===== config.mk =====
export PLATFORM = sky130hd
export DESIGN_NAME = sram_arbiter
export DESIGN_NICKNAME = d
export VERILOG_FILES = /design/src/rtl/edge_pkg.sv /design/src/rtl/flex_counter.sv /design/src/rtl/sram_arbiter_checker.sv /design/src/rtl/sram_arbiter.sv
export SDC_FILE = /design/constraint.sdc
export NUM_CORES = 1
export LEC_CHECK = 0
export BUFFER_PORTS_ARGS = -buffer_cell sky130_fd_sc_hd__buf_2
export CORE_MARGIN = 2
export CORE_UTILIZATION = 45
export CTS_CLUSTER_DIAMETER = 150
export DETAILED_ROUTE_END_ITERATION = 10
export GPL_TIMING_DRIVEN = 0
export PLACE_DENSITY = 0.77
export SYNTH_ARGS = -nofsm -noshare
export SYNTH_HDL_FRONTEND = slang
export SYNTH_SLANG_ARGS = --single-unit

===== constraint.sdc =====
create_clock -name clk -period 6.85 [get_ports clk]
set_input_delay 1.0275 -clock clk [delete_from_list [all_inputs] [get_ports clk]]
set_output_delay 1.0275 -clock clk [all_outputs]
set_load 0.005 [all_outputs]

===== src/rtl/edge_pkg.sv =====
// Shared types and defaults for the edge-filter datapath: arbiter states,
// requester identifiers and the round-robin pick used when both ports request.
package edge_pkg;

    localparam int ADDR_W_DEF = 18;
    localparam int DATA_W_DEF = 8;
    localparam int LAT_CNT_W  = 4;

    typedef enum logic [1:0] {
        IDLE     = 2'd0,
        ISSUE_RD = 2'd1,
        ISSUE_WR = 2'd2,
        WAIT     = 2'd3
    } arb_state_t;

    typedef enum logic {
        REQ_RD = 1'b0,
        REQ_WR = 1'b1
    } req_id_t;

    // Only meaningful when at least one request is present; a tie goes to the
    // port that did not win last time.
    function automatic req_id_t rr_pick(input logic rd_q, input logic wr_q, input req_id_t last);
        req_id_t pick;
        if (rd_q && wr_q) begin
            pick = (last == REQ_RD) ? REQ_WR : REQ_RD;
        end else if (wr_q) begin
            pick = REQ_WR;
        end else begin
            pick = REQ_RD;
        end
        return pick;
    endfunction

endpackage


===== src/rtl/flex_counter.sv =====
// Loadable down-counter used to time the fixed SRAM latency; load has
// priority over decrement and the count saturates at zero.
module flex_counter
    import edge_pkg::*;
#(
    parameter int WIDTH = LAT_CNT_W
) (
    input  logic             clk,
    input  logic             n_rst,
    input  logic             load,
    input  logic             dec,
    input  logic [WIDTH-1:0] load_val,
    output logic [WIDTH-1:0] count,
    output logic             zero
);

    localparam logic [WIDTH-1:0] ZERO = {WIDTH{1'b0}};
    localparam logic [WIDTH-1:0] ONE  = {{(WIDTH-1){1'b0}}, 1'b1};

    logic [WIDTH-1:0] count_r;

    // Count register: load, decrement towards zero, or hold
    always_ff @(posedge clk or negedge n_rst) begin
        if (!n_rst) begin
            count_r <= ZERO;
        end else if (load) begin
            count_r <= load_val;
        end else if (dec && (count_r != ZERO)) begin
            count_r <= count_r - ONE;
        end else begin
            count_r <= count_r;
        end
    end

    assign count = count_r;
    assign zero  = (count_r == ZERO);

endmodule


===== src/rtl/sram_arbiter_checker.sv =====
// Protocol invariants of the arbiter's registered outputs.
module sram_arbiter_checker (
    input logic clk,
    input logic n_rst,
    input logic rd_gnt,
    input logic wr_gnt,
    input logic rd_done,
    input logic wr_done,
    input logic mem_read_en,
    input logic mem_write_en
);

    a_en_excl:   assert property (@(posedge clk) disable iff (!n_rst) !(mem_read_en && mem_write_en));
    a_gnt_excl:  assert property (@(posedge clk) disable iff (!n_rst) !(rd_gnt && wr_gnt));
    a_done_excl: assert property (@(posedge clk) disable iff (!n_rst) !(rd_done && wr_done));
    a_rd_strobe: assert property (@(posedge clk) disable iff (!n_rst) rd_gnt == mem_read_en);
    a_wr_strobe: assert property (@(posedge clk) disable iff (!n_rst) wr_gnt == mem_write_en);

endmodule


===== src/rtl/sram_arbiter.sv =====
// Round-robin arbiter sharing the single-port pixel SRAM between the window
// loader (read) and the result writer (write), timing the fixed memory latency.
module sram_arbiter
    import edge_pkg::*;
#(
    parameter int ADDR_W  = ADDR_W_DEF,
    parameter int DATA_W  = DATA_W_DEF,
    parameter int MEM_LAT = 2
) (
    input  logic              clk,
    input  logic              n_rst,
    input  logic              rd_req,
    input  logic [ADDR_W-1:0] rd_addr,
    output logic              rd_gnt,
    output logic              rd_done,
    output logic [DATA_W-1:0] rd_data,
    input  logic              wr_req,
    input  logic [ADDR_W-1:0] wr_addr,
    input  logic [DATA_W-1:0] wr_data,
    output logic              wr_gnt,
    output logic              wr_done,
    output logic [ADDR_W-1:0] mem_addr,
    output logic [DATA_W-1:0] mem_wdata,
    output logic              mem_read_en,
    output logic              mem_write_en,
    input  logic [DATA_W-1:0] mem_rdata,
    output logic              busy
);

    localparam logic [LAT_CNT_W-1:0] LAT_VAL = LAT_CNT_W'(MEM_LAT);
    localparam logic [LAT_CNT_W-1:0] CNT_ONE = 4'd1;
    localparam logic [LAT_CNT_W-1:0] CNT_TWO = 4'd2;

    arb_state_t state_r, next_state_s;
    req_id_t    last_grant_r, access_id_s;

    logic [LAT_CNT_W-1:0] cnt_s;
    logic                 cnt_zero_s, cnt_load_s, cnt_dec_s;
    logic                 last_wait_next_s, rd_done_next_s, wr_done_next_s;
    logic [ADDR_W-1:0]    addr_next_s;
    logic [DATA_W-1:0]    wdata_next_s, rdata_next_s;

    logic              rd_gnt_r, wr_gnt_r, rd_done_r, wr_done_r;
    logic              mem_read_en_r, mem_write_en_r, busy_r;
    logic [ADDR_W-1:0] mem_addr_r;
    logic [DATA_W-1:0] mem_wdata_r, rd_data_r;

    flex_counter #(.WIDTH(LAT_CNT_W)) u_lat_cnt (
        .clk      (clk),
        .n_rst    (n_rst),
        .load     (cnt_load_s),
        .dec      (cnt_dec_s),
        .load_val (LAT_VAL),
        .count    (cnt_s),
        .zero     (cnt_zero_s)
    );

    // State register and round-robin history
    always_ff @(posedge clk or negedge n_rst) begin
        if (!n_rst) begin
            state_r      <= IDLE;
            last_grant_r <= REQ_WR;
        end else begin
            state_r <= next_state_s;
            case (state_r)
                ISSUE_RD: last_grant_r <= REQ_RD;
                ISSUE_WR: last_grant_r <= REQ_WR;
                default:  last_grant_r <= last_grant_r;
            endcase
        end
    end

    // Next-state and latency-counter control
    always_comb begin
        next_state_s = state_r;
        cnt_load_s   = 1'b0;
        cnt_dec_s    = 1'b0;
        case (state_r)
            IDLE: begin
                if (rd_req || wr_req) begin
                    next_state_s = (rr_pick(rd_req, wr_req, last_grant_r) == REQ_RD) ? ISSUE_RD : ISSUE_WR;
                end else begin
                    next_state_s = IDLE;
                end
            end
            ISSUE_RD, ISSUE_WR: begin
                next_state_s = WAIT;
                cnt_load_s   = 1'b1;
            end
            WAIT: begin
                cnt_dec_s = 1'b1;
                // zero is a safety exit in case the counter was never loaded
                if (cnt_zero_s || (cnt_s == CNT_ONE)) begin
                    next_state_s = IDLE;
                end else begin
                    next_state_s = WAIT;
                end
            end
            default: next_state_s = IDLE;
        endcase
    end

    // Next values of the registered outputs; done is raised on the edge that
    // enters the final WAIT cycle so it is visible in that cycle
    always_comb begin
        access_id_s      = last_grant_r;
        last_wait_next_s = 1'b0;
        case (state_r)
            ISSUE_RD: begin
                access_id_s      = REQ_RD;
                last_wait_next_s = (LAT_VAL == CNT_ONE);
            end
            ISSUE_WR: begin
                access_id_s      = REQ_WR;
                last_wait_next_s = (LAT_VAL == CNT_ONE);
            end
            WAIT: begin
                access_id_s      = last_grant_r;
                last_wait_next_s = (cnt_s == CNT_TWO);
            end
            default: begin
                access_id_s      = last_grant_r;
                last_wait_next_s = 1'b0;
            end
        endcase

        rd_done_next_s = last_wait_next_s && (access_id_s == REQ_RD);
        wr_done_next_s = last_wait_next_s && (access_id_s == REQ_WR);

        if (next_state_s == ISSUE_RD) begin
            addr_next_s  = rd_addr;
            wdata_next_s = mem_wdata_r;
        end else if (next_state_s == ISSUE_WR) begin
            addr_next_s  = wr_addr;
            wdata_next_s = wr_data;
        end else begin
            addr_next_s  = mem_addr_r;
            wdata_next_s = mem_wdata_r;
        end

        if (rd_done_next_s) begin
            rdata_next_s = mem_rdata;
        end else begin
            rdata_next_s = rd_data_r;
        end
    end

    // Output registers
    always_ff @(posedge clk or negedge n_rst) begin
        if (!n_rst) begin
            rd_gnt_r       <= 1'b0;
            wr_gnt_r       <= 1'b0;
            rd_done_r      <= 1'b0;
            wr_done_r      <= 1'b0;
            mem_read_en_r  <= 1'b0;
            mem_write_en_r <= 1'b0;
            busy_r         <= 1'b0;
            mem_addr_r     <= {ADDR_W{1'b0}};
            mem_wdata_r    <= {DATA_W{1'b0}};
            rd_data_r      <= {DATA_W{1'b0}};
        end else begin
            rd_gnt_r       <= (next_state_s == ISSUE_RD);
            wr_gnt_r       <= (next_state_s == ISSUE_WR);
            mem_read_en_r  <= (next_state_s == ISSUE_RD);
            mem_write_en_r <= (next_state_s == ISSUE_WR);
            busy_r         <= (next_state_s != IDLE);
            rd_done_r      <= rd_done_next_s;
            wr_done_r      <= wr_done_next_s;
            mem_addr_r     <= addr_next_s;
            mem_wdata_r    <= wdata_next_s;
            rd_data_r      <= rdata_next_s;
        end
    end

    assign rd_gnt       = rd_gnt_r;
    assign wr_gnt       = wr_gnt_r;
    assign rd_done      = rd_done_r;
    assign wr_done      = wr_done_r;
    assign rd_data      = rd_data_r;
    assign mem_addr     = mem_addr_r;
    assign mem_wdata    = mem_wdata_r;
    assign mem_read_en  = mem_read_en_r;
    assign mem_write_en = mem_write_en_r;
    assign busy         = busy_r;

    sram_arbiter_checker u_checker (
        .clk          (clk),
        .n_rst        (n_rst),
        .rd_gnt       (rd_gnt_r),
        .wr_gnt       (wr_gnt_r),
        .rd_done      (rd_done_r),
        .wr_done      (wr_done_r),
        .mem_read_en  (mem_read_en_r),
        .mem_write_en (mem_write_en_r)
    );

endmodule


# [Word-level counts from Yosys, hierarchy flattened]
# Cells that the tools add are included.
# Widths: inputs -> output; s select.
[op_classes] addsub=1 n_eq_ne=7 n_mux=17 bitwise_logic=2 n_reduce_logical=14
[ops] operator="$mux 18" n=2
[ops] operator="$mux 1" n=8
[ops] operator="$mux 4" n=2
[ops] operator="$eq 2x2->1 const B" n=3
[ops] operator="$mux 2" n=3
[ops] operator="$pmux 2 s3" n=1
[ops] operator="$reduce_bool 2->1" n=3
[ops] operator="$eq 2x1->1 const B" n=2
[ops] operator="$eq 4x1->1 const B" n=1
[ops] operator="$eq 4x2->1 const B" n=1
[ops] operator="$logic_and 1x1->1" n=4
[ops] operator="$logic_not 4->1" n=1
[ops] operator="$reduce_bool 4->1" n=1
[ops] operator="$sub 4x1->4 const B" n=1
[ops] operator="$logic_not 2->1" n=1
[ops] operator="$logic_or 1x1->1" n=2
[ops] operator="$not 1->1" n=2
[ops] operator="$pmux 1 s2" n=1
[ops] operator="$reduce_and 2->1" n=1
[ops] operator="$reduce_or 2->1" n=1
[word_totals] regBits=46 output_inout_bits=41 word_cells=52

# [Depth between registers and ports, before layout]
# Gate-level depths: netlist of the first run.
[depth] word_depth=10 mapped_depth=10

# [Hierarchy]
# A second synthesis of the first run with hierarchy kept.
[hier_totals] hier_cells=176 area_unflattened_um2=2129.5
[by_module_without_submodules] mod="sram_arbiter" instances=1 cells_per_inst=149 area_each_um2=1859.3
[by_module_without_submodules] mod="flex_counter" instances=1 cells_per_inst=27 area_each_um2=270.3

# [Worst setup path after synthesis of the first run]
# OpenSTA, ideal clock, no wires.
[synth_path] path_type="in2reg" startpoint="in rd_req" endpoint="reg mem_addr_r[10], in the netlist mem_addr[10]" t_arrival_ns=2.324 t_required_ns=6.713 setup_slack_ns=4.389 stages=7 path_cell_list="nand2_1 > a311oi_1 > ha_1 > buf_4 > buf_2 > mux2i_1 > a21oi_1"
[synth_between] elab_chain_cells=9
[synth_lines] item="from (decl)" line="sram_arbiter.sv:12" rtl="input logic rd_req,"
[synth_lines] item="$logic_and 1x1->1" line="edge_pkg.sv:25" rtl="if (rd_q && wr_q) begin"
[synth_lines] item="$mux 1" line="edge_pkg.sv:25"
[synth_lines] item="$mux 1" line="sram_arbiter.sv:80" rtl="if (rd_req || wr_req) begin"
[synth_lines] item="$mux 1" line="sram_arbiter.sv:78" rtl="case (state_r)"
[synth_lines] item="$mux 2" line="sram_arbiter.sv:81" rtl="next_state_s = (rr_pick(rd_req, wr_req, last_grant_r) == REQ_RD) ? ISSUE_RD : ISSUE_WR;"
[synth_lines] item="$mux 2 (*)" line="sram_arbiter.sv:80"
[synth_lines] item="$pmux 2 s3 (*)" line="sram_arbiter.sv:78"
[synth_lines] item="$eq 2x1->1 / $eq 2x2->1 (equally long branches)" line="sram_arbiter.sv:130, sram_arbiter.sv:133"
[synth_lines] item="$mux 18 / $reduce_bool 2->1 (equally long branches)"
[synth_lines] item="to (signal assigned)" line="sram_arbiter.sv:158" rtl="mem_addr_r <= {ADDR_W{1'b0}};"
[synth_lines] item="to (signal assigned)" line="sram_arbiter.sv:169" rtl="mem_addr_r <= addr_next_s;"
[synth_lines] item="to (decl)" line="sram_arbiter.sv:45" rtl="logic [ADDR_W-1:0] mem_addr_r;"
# Mark *: on every way between the ends. The rest lies on a longest branch, timed or not. The select of a mux whose other input is x is not followed.
# A chain may end at the register's enable or synchronous reset.

# [Worst setup path after layout of the first run]
[layout_path] startpoint="reg u_lat_cnt.count_r[0], in the netlist u_lat_cnt.count[0]" endpoint="reg mem_addr_r[9], in the netlist mem_addr[9]"
[layout_between] elab_chain_cells=6
[layout_lines] item="from (decl)" line="flex_counter.sv:20" rtl="logic [WIDTH-1:0] count_r;"
[layout_lines] item="from (signal assigned)" line="flex_counter.sv:27" rtl="count_r <= load_val;"
[layout_lines] item="from (signal assigned)" line="flex_counter.sv:29" rtl="count_r <= count_r - ONE;"
[layout_lines] item="from (signal assigned)" line="flex_counter.sv:31" rtl="count_r <= count_r;"
[layout_lines] item="$eq 4x1->1 / $logic_not 4->1 (equally long branches)" line="sram_arbiter.sv:93, flex_counter.sv:36"
[layout_lines] item="$logic_or 1x1->1 (*)" line="sram_arbiter.sv:93" rtl="if (cnt_zero_s || (cnt_s == CNT_ONE)) begin"
[layout_lines] item="$mux 2 (*)" line="sram_arbiter.sv:93"
[layout_lines] item="$pmux 2 s3 (*)" line="sram_arbiter.sv:78"
[layout_lines] item="$eq 2x1->1 / $eq 2x2->1 (equally long branches)" line="sram_arbiter.sv:130, sram_arbiter.sv:133"
[layout_lines] item="$mux 18 / $reduce_bool 2->1 (equally long branches)"
# Mark *: on every way between the ends. The rest lies on a longest branch, timed or not.

==> results of run 1 <==
-- registers in the layout, summed over array words and instances, names as in the netlist --
signal           count
rd_done              1
state_r              2
rd_data              8
wr_done              1
u_lat_cnt.count      4
last_grant_r         1
mem_addr            18
mem_read_en          1
mem_write_en         1
busy                 1
mem_wdata            8
-- stage by stage --
step	instance area, um^2	setup WS [ps]
final	2750	4080
after global routing	2750	3850
after floorplan	2110	4390
after CTS	2750	4050
after global placement	2650	4040
after detailed placement	2650	3970
-- worst max-delay path: cells and delay by family (launching register included) --
family	cells	cell delay (ps)
AO/OA/AOI/OAI	3	780
flip-flops	1	420
AND/OR/NAND/NOR	1	60
buffers and inverters	3	650
multiplexers	1	250
adder cells (fa/ha/maj)	2	470
-- metal layers --
metal,wire length [um],global-route usage
met4,51,0.0638
met1,1760,0.197
met3,235,0.0458
met5,0,0
met2,2210,0.294
-- area by class of cell --
cell class | instances | area share
clock inverters | 1 | 0.00319
multi-input cells | 109 | 0.314
repair buffers | 96 | 0.175
clock buffers | 7 | 0.0314
flip-flops and latches | 46 | 0.420
plain buffers | 10 | 0.0210
inverters | 9 | 0.0123
well taps | 52 | 0.0237
-- logic make-up (layout without fill, tap and decap cells) --
family,count (synthesis),count (layout),share of synthesized area
buffers and inverters,19,123,0.0434
AO/OA/AOI/OAI,26,26,0.0755
flip-flops,46,46,0.547
multiplexers,38,38,0.197
adder cells (fa/ha/maj),10,10,0.0594
AND/OR/NAND/NOR,35,35,0.0778
-- worst paths after layout --
check / from / endpoint / slack, ps / cells after the start
worst max register to register: u_lat_cnt.count[0]$_DFFE_PN0P_ / mem_addr[9]$_DFFE_PN0P_ / 4080 / 10
worst max-delay path: u_lat_cnt.count[0]$_DFFE_PN0P_ / mem_addr[9]$_DFFE_PN0P_ / 4080 / 10
worst min-delay path: rd_data[3]$_DFFE_PN0P_ / rd_data[3]$_DFFE_PN0P_ / 500 / 1
min in group asynchronous: n_rst / rd_data[6]$_DFFE_PN0P_ / 880 / 1
worst min register to register: rd_data[3]$_DFFE_PN0P_ / rd_data[3]$_DFFE_PN0P_ / 500 / 1
max in group asynchronous: n_rst / rd_data[7]$_DFFE_PN0P_ / 5370 / 1
-- power breakdown --
group	internal (mW)	leakage (nW)	switching [mW]
Combinational	0.471	0.781	0.548
Clock	0.0834	0.0489	0.0922
Sequential	0.426	0.534	0.0675
-- placed cells by master (no fill, tap or decap), drive strengths merged --
cell type and instances:
a21boi 1, ha 10, nand2 3, clkbuf 11
a211o 1, nand2b 1, nand3 1, nor2 26
mux2 17, nor2b 1, a21oi 19, o311a 1
and2b 1, mux2i 21, a311oi 2, inv 10
nand4 1, dfrtp 45, dfstp 1, buf 102
a311o 2, nor4b 1
==> impl_metrics.yaml, run 1 <==
outcome:
  run_status: "finished, final reports clean"
clock_tree:
  cts_resized: 0
  insertion_delay_ps: 300
  clockRootBuffer: "clkbuf_8"
  cts_sinks: 46
  htree_levels: 2
  cts_setup_buffers: 0
  hold_buffers: 0
  cts_tree: "done"
  path_clk_slew_ps: 80
  cts_buffer_depth: 2
  cts_buffers: 5
timing:
  finalMaxSlewViolations: 0
  setup_viol_count_final: 0
  min_period_over_period: 0.404
  rsz0062_at_grt: "false"
  relSlewSlack: 0.355
  worstMarginPinSlew_ps: 968
  max_freq_mhz: 361
  finalSetupTns_ps: 0
  period_minus_slack_ps: 2770
  skew_ps: 7.02
  hold_ws_ps: 502
  report.final.hold_viol_count: 0
routing:
  drtIter0Drc: 65
  final_antenna_net_count: 0
  wl_per_cell_um: 12.9
  viasPerCell: 4.92
  remaining_drc_errors: 0
  wl_um: 4260
  dr.pass1.iters: 4
  via_count: 1625
synthesis:
  yosys_warnings: 0
  synth_edf_count: 0
  syn_inst: 174
  yosysMostFrequentCell: "dfrtp_1"
  syn_nets: 240
  synth_seq_area_share: 0.547
  yosys.area.top_type: "dfrtp_1"
  syn_avg_cell_area_um2: 12.1
  synthFlopType: "dfrtp_1"
  synth.top_cells.by_area: "dfrtp_1 (53%), mux2i_1 (9.5%), mux2_2 (9.1%)"
  yosys-top-cells-count: "dfrtp_1 (45), nor2_1 (26), mux2i_1 (20)"
  syn_area_um2: 2110
  yosys.area.top_type_share: 0.535
  ys_seq_elements: 46
  async_reset_ff_frac: 1.00
  synthDistinctLibCells: 26
die:
  die_area_um2: 5240
  row_count: 24
  die_h_um: 72.4
  die_x_um: 72.4
  coreArea_um2: 4440
  initial_utilization: 0.474
  pin_count: 97
finish:
  stdcell_count: 330
  syn_to_final_growth_pct: 30.4
  drive_gt1_frac: 0.460
  n_fill_cell: 371
  regArea_um2: 1150
  post-route-util: 0.618
  nets: 343
  multi_input_area_um2: 862
  antenna_cells: 0
setup_path:
  crit_chain: "inv_1 > ha_1 > nor2_1 > o311a_1 > a311oi_1 > ha_1 > buf_4 > buf_2 > mux2i_1 > a21oi_1"
  max_stage_delay_ps: 420
  critPathCaptureType: "flop"
  worstSetupPathType: "flop to flop"
  crit_slowest_cell: "dfrtp_1"
  startpoint_type: "flop"
  cp_common_cell: "ha_1"
  crit_fanout: 10
  critPathRequiredTime_ps: 7010
  cp.arrival_ps: 2930
global_route:
  antenna_found_initial: 0
  grt_start_max_net_pins: 47
  grt-ovfl-total: 0
  grt_pass1_vias: 1535
  grt_pass1_wl_um: 6820
  grt.total_usage: 0.168
place:
  io_buffers: 96
  place_inst: 322
  gp_congestion: 0.795
  hpwlAfterDp_um: 3270
power:
  power_density_nw_per_um2: 615
  p_total_mw: 1.69
  p_leak_nw: 1.36
  ir_worst_vdd_uv: 383
run:
  cap_violations: 0
min_path:
  hold_class: "flop to flop"
(Power assumes the default switching activity.)
==> run 2, diff against run 1 <==
Settings changed: CORE_UTILIZATION 45 to 42, PLACE_DENSITY 0.77 to 0.76.
Clock period 6.85 ns to 2.5 ns, I/O delays scaled along.
==> run 2 against run 1 <==
Cell count grew 5.5%. Sequential power grew to 2.7 times the previous value. Sequential share of layout area down 1.9 points. Critical endpoint is now mem_addr[3]$_DFFE_PN0P_. Combinational power grew to 3.1 times the previous value. Clock-buffer cell count unchanged. Setup slack got worse by 4000 ps. Via count shrank 0.18%. Design area is 4.8% higher. Largest cell class unchanged. Global-route usage is 0.071 points higher. Clock power increased to 3.0 times the previous value. Die area rose by 6.7%.
==> impl_metrics.yaml, run 2 (synthesized netlist as in run 1, its figures left out) <==
outcome:
  run_status: "finished, final reports clean"
setup_path:
  ff2ff_setup_slack_ps: 120
  crit_fanout: 10
  cp.arrival_ps: 2550
  critPathCaptureType: "flop"
  critPathRequiredTime_ps: 2670
  worstSetupPathType: "flop to flop"
  startpoint_type: "flop"
global_route:
  grt-ovfl-total: 0
  grt_pass1_wl_um: 7160
  grt.total_usage: 0.169
  grt_pass1_vias: 1618
  antenna_found_initial: 0
  grt_start_max_net_pins: 47
die:
  die_h_um: 74.8
  initial_utilization: 0.440
  row_count: 25
  die_x_um: 74.8
  pin_count: 97
  die_area_um2: 5600
  coreArea_um2: 4790
place:
  gp_congestion: 0.762
  dpl_worst_slack_ps: -280
  hpwlAfterDp_um: 3370
  io_buffers: 96
timing:
  min_period_over_period: 0.951
  report.final.hold_viol_count: 0
  relSlewSlack: 0.333
  period_minus_slack_ps: 2380
  setup_viol_count_final: 0
  skew_ps: 2.41
  timing.final.ws_setup_ps: 122
  finalMaxSlewViolations: 0
  worstMarginPinSlew_ps: 1000
  max_freq_mhz: 421
power:
  ir_worst_vdd_uv: 906
  p_total_mw: 5.03
  power_density_nw_per_um2: 1750
  p_leak_nw: 1.40
clock_tree:
  path_clk_slew_ps: 80
  cts_buffer_depth: 2
  cts_buffers: 5
  htree_levels: 2
  insertion_delay_ps: 290
  cts_tree: "done"
  hold_buffers: 0
  clockRootBuffer: "clkbuf_8"
  cts_sinks: 46
routing:
  drtIter0Drc: 51
  remaining_drc_errors: 0
  wl_per_cell_um: 12.7
  dr.pass1.iters: 4
  viasPerCell: 4.66
  final_antenna_net_count: 0
  wl_um: 4410
  via_count: 1622
finish:
  largest_register_ffs: 18
  nets: 346
  post-route-util: 0.601
  drive_gt1_frac: 0.509
  final_common_cell: "buf_2"
  syn_to_final_growth_pct: 36.7
  antenna_cells: 0
  final_cell_mix: "buf_2 (97), dfrtp_1 (45), nor2_1 (26), mux2i_1 (20), a21oi_1 (19)"
min_path:
  hold_class: "primary input to asynchronous set/reset pin"
run:
  cap_violations: 0
## run 2: changes by cell type in the layout (fill, tap and decap cells not counted), moves of 2 or more
cell      delta
clkbuf_2     +2
ha_1         -4
buf_12       +2
inv_1        -2
ha_2         +3
clkbuf_1     -3
buf_4        +3
a311oi_1     -2
inv_2        +2
a311oi_2     +2
## run 2: final timing paths
| path | start | end | depth (start not counted) |
|---|---|---|---|
| worst min register to register | mem_wdata[3]$_DFFE_PN0P_ | mem_wdata[3]$_DFFE_PN0P_ | 1 |
| worst min-delay path | n_rst | mem_addr[7]$_DFFE_PN0P_ | 1 |
| worst max register to register | u_lat_cnt.count[1]$_DFFE_PN0P_ | mem_addr[3]$_DFFE_PN0P_ | 10 |
| min in group clk | mem_rdata[7] | rd_data[7]$_DFFE_PN0P_ | 2 |
| worst max-delay path | u_lat_cnt.count[1]$_DFFE_PN0P_ | mem_addr[3]$_DFFE_PN0P_ | 10 |
| max in group asynchronous | n_rst | rd_done$_DFF_PN0_ | 1 |
## run 2: routing by layer
metal	part of all wire	track usage
met2	0.52	0.282
met5	0	0
met3	0.061	0.0509
met1	0.41	0.212
met4	0.013	0.0536
## run 2: critical path, stage by stage, from the launching register on
cell and delay (ps):
dfrtp_1 430, inv_2 110, ha_1 160, nor2_1 40
o311a_1 380, a311oi_2 320, ha_2 250, buf_8 120
buf_12 130, mux2i_1 210, a21oi_1 90
## run 2: per-stage QoR
stage                     instance area (um^2)  hold WS [ps]  std cells  TNS (ps)
after floorplan                           2110          79.4        174         0
after global placement                    2670           482        337     -4940
after detailed placement                  2670           488        337     -5540
after CTS                                 2800           276        343         0
after global routing                      2880           305        348     -23.6
final                                     2880           232        348         0
## run 2: where the power goes
group,internal [mW],switching [mW],leakage (nW),total (mW)
clock,0.299,0.229,0.0524,0.528
sequential,1.17,0.176,0.534,1.34
combinational,1.59,1.57,0.818,3.16
total,3.05,1.97,1.40,5.03
## run 2: layout make-up
| cell class | instances | area (um^2) |
|---|---|---|
| clock buffers | 7 | 76.3 |
| flip-flops and latches | 46 | 1150 |
| multi-input cells | 109 | 895 |
| plain buffers | 8 | 76.3 |
| fillers | 385 | 1910 |
| inverters | 9 | 33.8 |
| clock inverters | 1 | 30.0 |
| well taps | 67 | 83.8 |
| repair buffers | 101 | 531 |
## run 2: what timing repair did
item                                    4_1_cts  5_1_grt
endpoints found under the setup margin       26       25
setup buffers                                 0        5
gates resized for setup                       9        9
pin swaps                                     0        3
